### config.mk
export PLATFORM = sky130hd
export DESIGN_NAME = alu_console
export DESIGN_NICKNAME = d
export VERILOG_FILES = /design/src/rtl/alu_console_pkg.sv /design/src/rtl/alu_console_hist_ring.sv /design/src/rtl/alu_console.sv
export SDC_FILE = /design/constraint.sdc
export NUM_CORES = 1
export LEC_CHECK = 0
export CAP_MARGIN = 10
export CORE_MARGIN = 3
export CORE_UTILIZATION = 40
export CTS_BUF_LIST = sky130_fd_sc_hd__clkbuf_16
export CTS_CLUSTER_SIZE = 14
export DETAILED_ROUTE_END_ITERATION = 6
export SLEW_MARGIN = 10
export SYNTH_ARGS = -nofsm -noshare
export SYNTH_HDL_FRONTEND = slang
export SYNTH_SLANG_ARGS = --single-unit
export TNS_END_PERCENT = 10
### constraint.sdc
create_clock -name clk -period 3.87 [get_ports clk]
set_clock_uncertainty 0.05 [all_clocks]
set_input_delay 0.774 -clock clk [delete_from_list [all_inputs] [get_ports clk]]
set_output_delay 0.774 -clock clk [all_outputs]
set_load 0.02 [all_outputs]
### src/rtl/alu_console_pkg.sv
// Shared definitions for the ALU console: field selects, FSM states,
// display row numbers and the ASCII row names (right-aligned in 40 bits).
package alu_console_pkg;

  localparam logic [2:0] SEL_OP1  = 3'd0;
  localparam logic [2:0] SEL_OP2  = 3'd1;
  localparam logic [2:0] SEL_F    = 3'd2;
  localparam logic [2:0] SEL_DIR  = 3'd3;
  localparam logic [2:0] SEL_BITE = 3'd4;
  localparam logic [2:0] SEL_CI   = 3'd5;

  typedef enum logic [1:0] {
    ST_IDLE   = 2'd0,
    ST_ISSUE  = 2'd1,
    ST_WAIT   = 2'd2,
    ST_COMMIT = 2'd3
  } state_t;

  localparam logic [5:0] ROW_OP1  = 6'd1;
  localparam logic [5:0] ROW_OP2  = 6'd2;
  localparam logic [5:0] ROW_CI   = 6'd3;
  localparam logic [5:0] ROW_F    = 6'd4;
  localparam logic [5:0] ROW_DIR  = 6'd5;
  localparam logic [5:0] ROW_BITE = 6'd6;
  localparam logic [5:0] ROW_OUT  = 6'd7;
  localparam logic [5:0] ROW_CO   = 6'd8;
  localparam logic [5:0] ROW_CNT  = 6'd9;
  localparam logic [5:0] ROW_HIST = 6'd10;

  localparam logic [39:0] NAME_OP1  = {16'h0, 24'h4F5031};   // "OP1"
  localparam logic [39:0] NAME_OP2  = {16'h0, 24'h4F5032};   // "OP2"
  localparam logic [39:0] NAME_CI   = {24'h0, 16'h4349};     // "CI"
  localparam logic [39:0] NAME_F    = {32'h0, 8'h46};        // "F"
  localparam logic [39:0] NAME_DIR  = {16'h0, 24'h444952};   // "DIR"
  localparam logic [39:0] NAME_BITE = {8'h0, 32'h42495445};  // "BITE"
  localparam logic [39:0] NAME_OUT  = {16'h0, 24'h4F5554};   // "OUT"
  localparam logic [39:0] NAME_CO   = {24'h0, 16'h434F};     // "CO"
  localparam logic [39:0] NAME_CNT  = {16'h0, 24'h434E54};   // "CNT"

  // "Hk": 'H' followed by the ASCII digit k (k < 8, so '0' | k)
  function automatic logic [39:0] hist_name(input logic [2:0] k);
    return {24'h0, 8'h48, 5'b00110, k};
  endfunction

endpackage

### src/rtl/alu_console_hist_ring.sv
// Result history ring: one write port, saturating entry count, and a
// read port addressed relative to the newest entry (index 0 = newest).
module alu_hist_ring
  import alu_console_pkg::*;
#(
  parameter int WIDTH = 32,
  parameter int DEPTH = 4
) (
  input  logic             clk,
  input  logic             reset,
  input  logic             wr_en,
  input  logic [WIDTH:0]   wr_data,
  input  logic [2:0]       rd_idx,
  output logic [WIDTH:0]   rd_data,
  output logic [3:0]       count
);

  localparam int PW = $clog2(DEPTH);

  logic [WIDTH:0]  mem [DEPTH];
  logic [PW-1:0]   wr_ptr;
  logic [PW-1:0]   rd_addr;

  // Write newest entry, advance pointer (wraps naturally), saturate count
  always_ff @(posedge clk) begin
    if (reset) begin
      wr_ptr <= '0;
      count  <= '0;
      for (int i = 0; i < DEPTH; i++) mem[i] <= '0;
    end else if (wr_en) begin
      mem[wr_ptr] <= wr_data;
      wr_ptr      <= wr_ptr + PW'(1);
      if (count != 4'(DEPTH)) count <= count + 4'd1;
    end
  end

  // Newest lives one slot behind the write pointer; DEPTH is a power of two
  always_comb begin
    rd_addr = PW'(4'(wr_ptr) - 4'd1 - 4'(rd_idx));
    rd_data = mem[rd_addr];
  end

endmodule

### src/rtl/alu_console.sv
// ALU console: operand/control fields loaded by strobed writes, one ALU
// operation per exec_req with timeout, result history and LCD row readout.
// Handshake: input_valid and exec_req are single-cycle strobes sampled
// only in IDLE; alu_start pulses for the ISSUE cycle; alu_done is a
// single-cycle strobe honoured only in WAIT (no backpressure anywhere).
module alu_console
  import alu_console_pkg::*;
#(
  parameter int WIDTH      = 32,
  parameter int HIST_DEPTH = 4,
  parameter int TIMEOUT    = 255
) (
  input  logic             clk,
  input  logic             reset,
  input  logic             input_valid,
  input  logic [2:0]       input_sel,
  input  logic [31:0]      input_value,
  input  logic             exec_req,
  output logic [WIDTH-1:0] alu_a,
  output logic [WIDTH-1:0] alu_b,
  output logic [2:0]       alu_f,
  output logic [1:0]       alu_dir,
  output logic [4:0]       alu_bite,
  output logic             alu_ci,
  output logic             alu_start,
  input  logic             alu_done,
  input  logic [WIDTH-1:0] alu_result,
  input  logic             alu_co,
  output logic             busy,
  output logic             err_timeout,
  input  logic [5:0]       display_number,
  output logic             display_valid,
  output logic [39:0]      display_name,
  output logic [31:0]      display_value,
  output logic [1:0]       state_dbg
);

  state_t           state, state_n;
  logic [WIDTH-1:0] op1, op2, op1_n, op2_n;
  logic [2:0]       f, f_n;
  logic [1:0]       dir, dir_n;
  logic [4:0]       bite, bite_n;
  logic             ci, ci_n;
  logic [15:0]      wait_cnt;
  logic [WIDTH-1:0] res_q;
  logic             co_q;
  logic             timeout_hit;
  logic [WIDTH:0]   rd_data;
  logic [3:0]       hist_count;
  logic [2:0]       rd_idx;
  logic [5:0]       hist_k;
  logic             dv_n;
  logic [39:0]      dn_n;
  logic [31:0]      dval_n;

  // State register
  always_ff @(posedge clk) begin
    if (reset) state <= ST_IDLE;
    else       state <= state_n;
  end

  // Next-state logic; alu_done beats a coincident timeout
  always_comb begin
    state_n     = state;
    timeout_hit = 1'b0;
    case (state)
      ST_IDLE:   if (exec_req) state_n = ST_ISSUE;
      ST_ISSUE:  state_n = ST_WAIT;
      ST_WAIT: begin
        if (alu_done) begin
          state_n = ST_COMMIT;
        end else if (wait_cnt == 16'(TIMEOUT)) begin
          state_n     = ST_IDLE;
          timeout_hit = 1'b1;
        end
      end
      ST_COMMIT: state_n = ST_IDLE;
      default:   state_n = ST_IDLE;
    endcase
  end

  // FSM outputs
  always_comb begin
    busy      = (state != ST_IDLE);
    alu_start = (state == ST_ISSUE);
    state_dbg = state;
  end

  // Field update values; writes only land while idle
  always_comb begin
    op1_n  = op1;
    op2_n  = op2;
    f_n    = f;
    dir_n  = dir;
    bite_n = bite;
    ci_n   = ci;
    if (state == ST_IDLE && input_valid) begin
      case (input_sel)
        SEL_OP1:  op1_n  = input_value[WIDTH-1:0];
        SEL_OP2:  op2_n  = input_value[WIDTH-1:0];
        SEL_F:    f_n    = input_value[2:0];
        SEL_DIR:  dir_n  = input_value[1:0];
        SEL_BITE: bite_n = input_value[4:0];
        SEL_CI:   ci_n   = input_value[0];
        default:  ;
      endcase
    end
  end

  // Field registers
  always_ff @(posedge clk) begin
    if (reset) begin
      op1 <= '0; op2 <= '0; f <= '0; dir <= '0; bite <= '0; ci <= 1'b0;
    end else begin
      op1 <= op1_n; op2 <= op2_n; f <= f_n; dir <= dir_n; bite <= bite_n; ci <= ci_n;
    end
  end

  // Snapshot takes the post-write field values so a same-cycle write is seen
  always_ff @(posedge clk) begin
    if (reset) begin
      alu_a <= '0; alu_b <= '0; alu_f <= '0; alu_dir <= '0; alu_bite <= '0; alu_ci <= 1'b0;
    end else if (state == ST_IDLE && exec_req) begin
      alu_a <= op1_n; alu_b <= op2_n; alu_f <= f_n;
      alu_dir <= dir_n; alu_bite <= bite_n; alu_ci <= ci_n;
    end
  end

  // Wait counter reads 1 in the first WAIT cycle
  always_ff @(posedge clk) begin
    if (reset)                  wait_cnt <= '0;
    else if (state == ST_ISSUE) wait_cnt <= 16'd1;
    else if (state == ST_WAIT)  wait_cnt <= wait_cnt + 16'd1;
  end

  // Capture the ALU result and maintain the sticky timeout flag
  always_ff @(posedge clk) begin
    if (reset) begin
      res_q       <= '0;
      co_q        <= 1'b0;
      err_timeout <= 1'b0;
    end else begin
      if (state == ST_WAIT && alu_done) begin
        res_q <= alu_result;
        co_q  <= alu_co;
      end
      if (timeout_hit)              err_timeout <= 1'b1;
      else if (state == ST_COMMIT)  err_timeout <= 1'b0;
    end
  end

  alu_hist_ring #(.WIDTH(WIDTH), .DEPTH(HIST_DEPTH)) u_ring (
    .clk     (clk),
    .reset   (reset),
    .wr_en   (state == ST_COMMIT),
    .wr_data ({co_q, res_q}),
    .rd_idx  (rd_idx),
    .rd_data (rd_data),
    .count   (hist_count)
  );

  // Row decode; history rows beyond the live count read as invalid
  always_comb begin
    hist_k = display_number - ROW_HIST;
    rd_idx = (display_number >= ROW_HIST) ? 3'(hist_k) : 3'd0;
    dv_n   = 1'b0;
    dn_n   = '0;
    dval_n = '0;
    case (display_number)
      ROW_OP1:  begin dv_n = 1'b1; dn_n = NAME_OP1;  dval_n = 32'(op1);  end
      ROW_OP2:  begin dv_n = 1'b1; dn_n = NAME_OP2;  dval_n = 32'(op2);  end
      ROW_CI:   begin dv_n = 1'b1; dn_n = NAME_CI;   dval_n = 32'(ci);   end
      ROW_F:    begin dv_n = 1'b1; dn_n = NAME_F;    dval_n = 32'(f);    end
      ROW_DIR:  begin dv_n = 1'b1; dn_n = NAME_DIR;  dval_n = 32'(dir);  end
      ROW_BITE: begin dv_n = 1'b1; dn_n = NAME_BITE; dval_n = 32'(bite); end
      ROW_OUT: if (hist_count != 4'd0) begin
        dv_n = 1'b1; dn_n = NAME_OUT; dval_n = 32'(rd_data[WIDTH-1:0]);
      end
      ROW_CO: if (hist_count != 4'd0) begin
        dv_n = 1'b1; dn_n = NAME_CO; dval_n = 32'(rd_data[WIDTH]);
      end
      ROW_CNT:  begin dv_n = 1'b1; dn_n = NAME_CNT; dval_n = 32'(hist_count); end
      default: if (display_number >= ROW_HIST && hist_k < 6'(hist_count)) begin
        dv_n = 1'b1; dn_n = hist_name(3'(hist_k)); dval_n = 32'(rd_data[WIDTH-1:0]);
      end
    endcase
  end

  // Registered display response
  always_ff @(posedge clk) begin
    if (reset) begin
      display_valid <= 1'b0;
      display_name  <= '0;
      display_value <= '0;
    end else begin
      display_valid <= dv_n;
      display_name  <= dn_n;
      display_value <= dval_n;
    end
  end

endmodule

==> impl_metrics.csv, run 1 <==
group,metric,value,unit
timing,maxSlewHeadroom,0.3171,
route,drt_pass1_iterations,5,
die,die_height,205.6,µm
synthesis,ys_top_cells_by_area,"dfxtp_1 33%, edfxtp_1 25%, and2_1 5.4%",
grt,grt_max_degree,155,
worst_setup_path,end_kind,"primary output",
place,gp_congestion,0.7912,
grt,antenna_found_initial,0,
grt,grt_pass1_vias,10310,
route,drc,0,
outcome,status,"completed",
min_path,min_path_type,"register to register",
synthesis,seq_area_frac_synth,0.5741,
synthesis,async_flop_share,0,
place,place_ws,371.4,ps
route,routedWlPerCell,19.04,µm
pwr,combPwrFrac,0.176,
route,routed-wl-met3,1942,µm
pwr,ir_drop,239.1,µV
pwr,pwr-share-seq,0.458,
die,initial_core_util,0.4085,
pwr,power.density,522.2,nW/µm²
grt,grt_pass1_wl,62090,µm
grt,grt.total_usage,0.1891,
route,ant_nets,0,
cells_and_area,drive_gt1_frac,0.1107,
route,top_layer,"met4",
synthesis,netlist_instances,1388,
timing,setup_viol,0,
synthesis,syn_avg_cell_area,11.48,µm²
die,coreArea,39010,µm²
die,row_count,72,
worst_setup_path,worstPathRequired,3050,ps
place,io_buffers,211,
pwr,power.leakage,7.247,nW
clock_network,clock_latency,540,ps
synthesis,synth_edf_count,132,
die,die_x,205.6,µm
pwr,p_switching,2.787,mW
cells_and_area,layout.nets,1663,
synthesis,synth_commonest_cells,"259 x dfxtp_1, 195 x nor2_1, 137 x and2_1",
synthesis,ys_warn_count,0,
synthesis,post-synth-top-area-cell,"dfxtp_1",
worst_setup_path,startpoint_type,"register",
route,wl,40320,µm
pwr,clkPwrFrac,0.366,
clock_network,cts.sinks,391,
clock_network,cts_buffer_depth,3,
clock_network,cts_setup_buffers,0,
pwr,power,10.34,mW
worst_setup_path,critical_path_class,"register to primary output",
clock_network,cts_resized,0,
route,viasPerCell,5.029,
grt,grt-ovfl-total,0,
timing,tns,0,ps
timing,rsz0062_at_grt,"false",
route,wirelength_met1,19050,µm
die,dieArea,42270,µm²
clock_network,cts-root-buf,"clkbuf_16",
synthesis,synthesis.area,15940,µm²
timing,fmax,0.3405,GHz
worst_setup_path,arrival,2110,ps
synthesis,synth.most_common_cell,"dfxtp_1",
synthesis,synth-seq-cells,391,
route,num_vias,10650,
die,io_pins,232,
synthesis,synth_cell_types,64,
run,max_cap_violations,0,
route,wl_met2,18470,µm
route,drt_iter0_markers,724,
cells_and_area,antenna_cells,0,
timing,fin_crit,2937,ps
timing,hold_violations,0,
cells_and_area,syn_to_final_growth,24.25,%
pwr,swShare,0.2696,
timing,drv_slew,0,
synthesis,synth_ff_type,"dfxtp_1",
cells_and_area,n_fill_cell,3445,
place,dp_hpwl,27430,µm
clock_network,htreeDepth,2,
clock_network,cts_inserted_buffers,42,
clock_network,cts_tree,"done",
timing,fin_ws,933.0,ps
timing,worst_pin_slew,1024,ps
pwr,p_int,7.551,mW
clock_network,holdBufCountCts,0,
clock_network,clkTransAtPathRegs,60,ps
synthesis,yosys.area.top_type_share,0.3254,
worst_setup_path,path_max_fanout,6,
timing,fin_crit_sh,0.7589,
[cell usage in the layout (no fill, tap or decap), types with 5 or more instances in the layout]
cell type        count
dfxtp_1            259
clkdlybuf4s50_1    210
nor2_1             195
and2_1             136
edfxtp_1           132
nand2_1             86
mux2i_1             82
a211oi_1            76
a21oi_1             46
clkbuf_16           43
mux4_2              32
a22oi_1             32
o2bb2ai_2           30
inv_1               26
buf_4               23
conb_1              20
nand3_1             14
o21ai_0             12
ha_1                12
xor2_1              11
xnor2_1             10
buf_12               8
nor2b_1              6
nand2b_1             5
or2_2                5
nand4_1              5
[registers in the layout, summed over array words and instances (netlist names), 18 cells and up]
signal / cells
alu_a: 32
alu_b: 32
op1: 32
u_ring.mem: 132
op2: 32
res_q: 32
display_name: 18
display_value: 32
[critical path, stage by stage (launching register included)]
cell and delay [ps]:
dfxtp_1 420, inv_1 110, ha_1 340, inv_1 90, clkdlybuf4s50_1 600
[final cells by class]
cell class / count / area (µm²) / share of cell area
inverter: 12 / 45.04 / 0.002275
timing repair buffer: 242 / 2446 / 0.1235
sequential: 391 / 9149 / 0.4621
clock inverter: 29 / 221.5 / 0.01119
multi-input combinational: 882 / 6213 / 0.3138
clock buffer: 43 / 1076 / 0.05435
tap: 518 / 648.1 / 0.03274
[metal layers]
| metal | global-route usage | vias to the layer above |
|---|---|---|
| met1 | 0.2732 | 5121 |
| met3 | 0.03259 | 52 |
| met2 | 0.2942 | 238 |
| li1 | - | 5235 |
| met4 | 0.05150 | 0 |
| met5 | 0 | - |
[worst paths after layout]
kind | from | to | slack [ps] | cells after the start
setup / recovery | state_dbg[0]$_SDFFE_PP0P_ | busy | 930 | 4
hold / removal | res_q[15]$_SDFFE_PP0P_ | res_q[15]$_SDFFE_PP0P_ | 440 | 2
setup reg to reg | state_dbg[1]$_SDFFE_PP0P_ | alu_b[4]$_SDFFE_PP0P_ | 1270 | 7
hold reg to reg | res_q[15]$_SDFFE_PP0P_ | res_q[15]$_SDFFE_PP0P_ | 440 | 2
[through the flow]
step	cell area [µm²]	utilization	hold slack, ps	std cells
CTS	19800	0.5076	442.0	2117
detailed placement	18500	0.4743	433.9	2045
floorplan	16010	-	406.9	1407
global route	19800	0.5076	464.4	2117
global placement	18500	0.4743	425.5	2045
finish	19800	0.5076	438.9	2117
[power by group through the flow]
stage                     logic [mW]  registers [mW]  clock network, mW
after global routing            1.98            4.77               4.06
after detailed placement        1.84            4.82                  0
after floorplan                0.904            4.98                  0
after CTS                       1.84            4.73               3.89
final                           1.82            4.73               3.79
after global placement          1.82            4.81                  0
[cells by family after synthesis]
| family | share of synthesized area |
|---|---|
| AOI/OAI and AO/OA | 0.1128 |
| xor gates and xnor gates | 0.01154 |
| adders and majority gates | 0.01021 |
| buffers and inverters | 0.04216 |
| DFF | 0.5741 |
| muxes | 0.09815 |
| other | 0.0002353 |
| and+or+nand+nor | 0.1508 |
(Power assumes the default switching activity.)
==> run 2: changes to the inputs <==
==> constraint.sdc (replaced) <==
create_clock -name clk -period 2.5 [get_ports clk]
set_clock_uncertainty 0.05 [all_clocks]
set_input_delay 0.5 -clock clk [delete_from_list [all_inputs] [get_ports clk]]
set_output_delay 0.5 -clock clk [all_outputs]
set_load 0.02 [all_outputs]
==> run 2 against run 1 <==
  * Utilization is 1.5 points higher
  * Wire length increased by 0.84%
  * Global-route usage up 0.054 points
  * Critical path depth is 1 lower
  * Sequential power grew 55%
  * First-iteration DRC count decreased by 0.69%
  * Design area increased by 2.9%
  * Clock-buffer cell count rose by 3
  * Register-to-register slack worse by 980 ps
  * Total power grew 57%
  * Worst hold slack worse by 280 ps
==> impl_metrics.csv, run 2 (synthesized netlist as in run 1, its figures left out) <==
group,metric,value,unit
outcome,status,"completed",
timing,fin_ws,103.3,ps
route,wl,40650,µm
pwr,combPwrFrac,0.182,
worst_setup_path,worstPathRequired,1950,ps
cells_and_area,antenna_cells,0,
pwr,clkPwrFrac,0.368,
pwr,p_int,11.87,mW
worst_setup_path,cpLargestDelayFamily,"buffers and inverters",
worst_setup_path,startpoint_type,"register",
clock_network,cts_setup_buffers,0,
die,io_pins,232,
grt,antenna_found_initial,2,
timing,fin_hold_ws,157.2,ps
route,routedWlPerCell,18.72,µm
cells_and_area,final_area,20370,µm²
grt,grt_max_degree,155,
timing,worst_pin_slew,724.2,ps
cells_and_area,stdcell_count,2172,
die,coreArea,39010,µm²
die,row_count,72,
timing,fin_crit,2397,ps
cells_and_area,largest_reg_flops,132,
clock_network,clkTransAtPathRegs,60,ps
grt,grt_pass1_wl,62560,µm
cells_and_area,final_common_cell,"dfxtp_1",
grt,grt.total_usage,0.1896,
run,max_cap_violations,0,
cells_and_area,max_flop_register,"u_ring.mem",
route,num_vias,10870,
pwr,power.leakage,7.583,nW
worst_setup_path,slowest_stage,"clkdlybuf4s50_1",
clock_network,cts_tree,"done",
timing,drv_slew,0,
timing,fmax,0.4172,GHz
clock_network,htreeDepth,2,
route,viasPerCell,5.006,
place,postPlaceCellArea,19030,µm²
clock_network,cts-root-buf,"clkbuf_16",
route,drt_pass1_iterations,5,
place,dp_hpwl,28610,µm
grt,grt_pass1_vias,10760,
worst_setup_path,slowest_delay,610,ps
die,dieArea,42270,µm²
grt,grt-ovfl-total,0,
worst_setup_path,critical_path_class,"register to primary output",
pwr,p_switching,4.379,mW
clock_network,cts_inserted_buffers,42,
route,ant_nets,0,
worst_setup_path,path_max_fanout,5,
timing,setup_viol,0,
clock_network,clock_latency,540,ps
cells_and_area,layout_common_cells,"259 x dfxtp_1, 209 x clkdlybuf4s50_1, 195 x nor2_1",
cells_and_area,utilization,0.5222,
min_path,min_path_type,"input pin to register",
cells_and_area,syn_to_final_growth,27.83,%
place,io_buffers,211,
pwr,swShare,0.2694,
pwr,ir_drop,402.9,µV
place,gp_congestion,0.8350,
timing,hold_violations,0,
die,die_height,205.6,µm
timing,fin_crit_sh,0.9587,
cells_and_area,n_fill_cell,3425,
cells_and_area,area.sequential,9149,µm²
cells_and_area,multi_input_area,6221,µm²
die,die_x,205.6,µm
worst_setup_path,crit_chain,"inv_1 -> ha_1 -> clkdlybuf4s50_1",
place,post-place-cells,2095,
cells_and_area,layout.nets,1713,
worst_setup_path,path_buf_inv,2,
place,place_ws,-407.6,ps
pwr,power.density,797.8,nW/µm²
pwr,pwr-share-seq,0.450,
clock_network,cts.sinks,391,
worst_setup_path,end_kind,"primary output",
route,drt_iter0_markers,719,
timing,rsz0062_at_grt,"false",
cells_and_area,drive_gt1_frac,0.1372,
route,drc,0,
worst_setup_path,arrival,1850,ps
clock_network,cts_buffer_depth,3,
die,initial_core_util,0.4085,
timing,maxSlewHeadroom,0.5172,
## run 2: through the flow
| step | setup TNS, ps | total power [mW] |
|---|---|---|
| global placement | -13670 | 10.39 |
| floorplan | -469.3 | 9.123 |
| detailed placement | -14910 | 10.44 |
| global route | 0 | 16.96 |
| finish | 0 | 16.25 |
| CTS | 0 | 16.42 |
## run 2: power groups by stage
stage | Clock, mW | Sequential [mW] | Combinational [mW]
floorplan | 0 | 7.71 | 1.41
global placement | 0 | 7.43 | 2.96
detailed placement | 0 | 7.45 | 2.99
CTS | 6.11 | 7.31 | 3.00
global route | 6.37 | 7.36 | 3.23
finish | 5.98 | 7.31 | 2.96
## run 2: layout make-up
class	instances	share of cell area
clock buffers	46	0.05651
clock inverters	31	0.009029
inverters	12	0.002211
multi-input cells	882	0.3054
flip-flops and latches	391	0.4491
well taps	518	0.03182
repair buffers	292	0.1459
## run 2: path summary, 6_finish.rpt
check                                 start                   endpoint  slack [ps]  cells after the start
setup reg to reg  state_dbg[1]$_SDFFE_PP0P_      alu_b[3]$_SDFFE_PP0P_         290                      7
hold reg to reg      res_q[31]$_SDFFE_PP0P_     res_q[31]$_SDFFE_PP0P_         440                      2
hold / removal                        reset  state_dbg[0]$_SDFFE_PP0P_         160                      2
setup / recovery  state_dbg[1]$_SDFFE_PP0P_                  alu_start         100                      3
## run 2: what timing repair did
item                                    in CTS  in global routing
hold buffers                                 0                  0
endpoints found under the setup margin       1                  2
resized for setup                            2                  2
## run 2: layer usage
layer	up-vias	routed length (µm)	part of all wire	GRT usage
met5	-	23	0.00057	0
met4	4	857	0.021	0.04760
met3	57	2483	0.061	0.03607
met2	274	18080	0.44	0.2950
met1	5191	19210	0.47	0.2735
li1	5347	-	-	-
==> run 3: changes to the inputs <==
--- a/config.mk
+++ b/config.mk
@@ -11,6 +11,7 @@
 export CTS_BUF_LIST = sky130_fd_sc_hd__clkbuf_16
 export CTS_CLUSTER_SIZE = 14
 export DETAILED_ROUTE_END_ITERATION = 6
+export PLACE_DENSITY_LB_ADDON = 0.25
 export SLEW_MARGIN = 10
 export SYNTH_ARGS = -nofsm -noshare
 export SYNTH_HDL_FRONTEND = slang
==> run 3 against run 2 <==
  * Die area stayed put
  * Utilization down 0.68 points
  * Clock-buffer cell count down 5
  * Worst hold slack worse by 32 ps
  * Final cell count decreased by 1.1%
  * Via count shrank 1.8%
  * Clock power fell by 7.0%
  * Non-clock buffer count fell by 19
  * Global-route usage decreased by 0.19 points
  * Total power decreased by 2.8%
  * Design area shrank 1.3%
==> impl_metrics.csv, run 3 (synthesized netlist as in run 1, its figures left out) <==
group,metric,value,unit
cells_and_area,drive_gt1_frac,0.1264,
route,ant_nets,0,
cells_and_area,max_flop_register,"u_ring.mem",
pwr,power,15.80,mW
clock_network,cts.sinks,391,
place,gp_congestion,0.8061,
min_path,worstHoldStart,"reset",
worst_setup_path,end_kind,"register",
clock_network,clkTransAtPathRegs,60,ps
clock_network,clock_latency,530,ps
cells_and_area,layout.nets,1692,
route,num_vias,10680,
die,row_count,72,
worst_setup_path,path_max_fanout,5,
grt,grt_max_degree,155,
grt,top_usage_layer,"met2",
cells_and_area,largest_reg_flops,132,
min_path,min_path_type,"input pin to register",
timing,rsz0062_at_grt,"false",
worst_setup_path,critical_path_class,"input pin to register",
cells_and_area,syn_to_final_growth,26.17,%
worst_setup_path,startpoint_type,"input pin",
timing,worst_pin_slew,798.7,ps
route,viasPerCell,4.973,
route,drc,0,
pwr,ir_drop,386.0,µV
clock_network,cts-root-buf,"clkbuf_16",
timing,fin_crit_sh,0.9574,
worst_setup_path,arrival,2760,ps
timing,fin_hold_ws,125.3,ps
cells_and_area,final_area,20110,µm²
cells_and_area,layout_common_cells,"259 x dfxtp_1, 209 x clkdlybuf4s50_1, 195 x nor2_1",
cells_and_area,stdcell_count,2148,
grt,grt_pass1_wl,62110,µm
grt,grt_util_met2,0.2948,
worst_setup_path,rr_startpoint,"state_dbg[1]$_SDFFE_PP0P_",
grt,grt_pass1_vias,10520,
timing,fin_ws,106.4,ps
run,max_cap_violations,0,
worst_setup_path,worstPathRequired,2870,ps
timing,fmax,0.4178,GHz
timing,hold_violations,0,
place,io_buffers,211,
grt,grt.total_usage,0.1877,
outcome,status,"completed",
route,routedWlPerCell,18.78,µm
cells_and_area,final_common_cell,"dfxtp_1",
die,coreArea,39010,µm²
die,dieArea,42270,µm²
timing,maxSlewHeadroom,0.4675,
timing,drv_slew,0,
clock_network,cts_buffer_depth,3,
grt,gr-usage-met3,0.03164,
clock_network,htreeDepth,2,
die,io_pins,232,
clock_network,cts_tree,"done",
grt,grt.met1_usage,0.2714,
die,die_x,205.6,µm
route,wl,40330,µm
route,drt_iter0_markers,734,
place,place_ws,-430.2,ps
grt,grt-ovfl-total,0,
grt,antenna_found_initial,1,
cells_and_area,utilization,0.5154,
die,initial_core_util,0.4085,
clock_network,cts_inserted_buffers,40,
cells_and_area,antenna_cells,0,
worst_setup_path,crit_start,"display_number[2]",
route,drt_pass1_iterations,5,
pwr,power.density,785.8,nW/µm²
timing,tns,0,ps
place,dp_hpwl,28040,µm
timing,fin_crit,2394,ps
timing,setup_viol,0,
die,die_height,205.6,µm
place,post-place-cells,2075,
pwr,power.leakage,7.404,nW
place,postPlaceCellArea,18860,µm²
clock_network,holdBufCountCts,0,
[run 3: cell count changes in the layout (fill, tap and decap cells not counted), moves of 2 or more]
cell and change:
inv_1 -9, inv_6 +2, clkinv_1 +6, clkbuf_16 -4
buf_4 -19, clkinv_2 +3
[run 3: worst paths after layout]
| kind | end | slack [ps] | cells past startpoint |
|---|---|---|---|
| setup / recovery | display_value[0]$_SDFF_PP0_ | 110 | 11 |
| hold / removal | u_ring.wr_ptr[1]$_SDFFE_PP0P_ | 130 | 2 |
| hold reg to reg | res_q[20]$_SDFFE_PP0P_ | 430 | 2 |
| setup reg to reg | alu_b[11]$_SDFFE_PP0P_ | 330 | 7 |
[run 3: area by class of cell]
type	count	area (µm²)
Fill cell	3486	18900
Sequential cell	391	9149
Multi-Input combinational cell	882	6218
Timing Repair Buffer	273	2833
Clock buffer	41	1026
Tap cell	518	648.1
Clock inverter	31	186.4
Inverter	12	45.04
[run 3: worst max-delay path, cell delays in order]
cell and delay (ps):
clkdlybuf4s50_1 500, o21ai_2 220, nand2_1 80, nand2_1 80, ha_2 170, xor2_1 180
a21oi_1 70, nand2b_2 260, buf_4 170, mux4_2 270, a211o_1 260
[run 3: what timing repair did]
item                                    CTS  global route
gates cloned                              0             1
endpoints found under the setup margin    1             1
pin swaps                                 0             0
resized for setup                         2             1
setup buffers                             0             0
[run 3: report_power, final]
group	total, mW	switching [mW]	internal, mW
clock	5.56	2.39	3.17
sequential	7.32	0.295	7.02
combinational	2.92	1.60	1.33
[run 3: metal layers]
metal,part of all wire,wire [µm]
met5,0.00025,10
met4,0.019,782
met3,0.051,2056
met2,0.46,18400
met1,0.47,19080
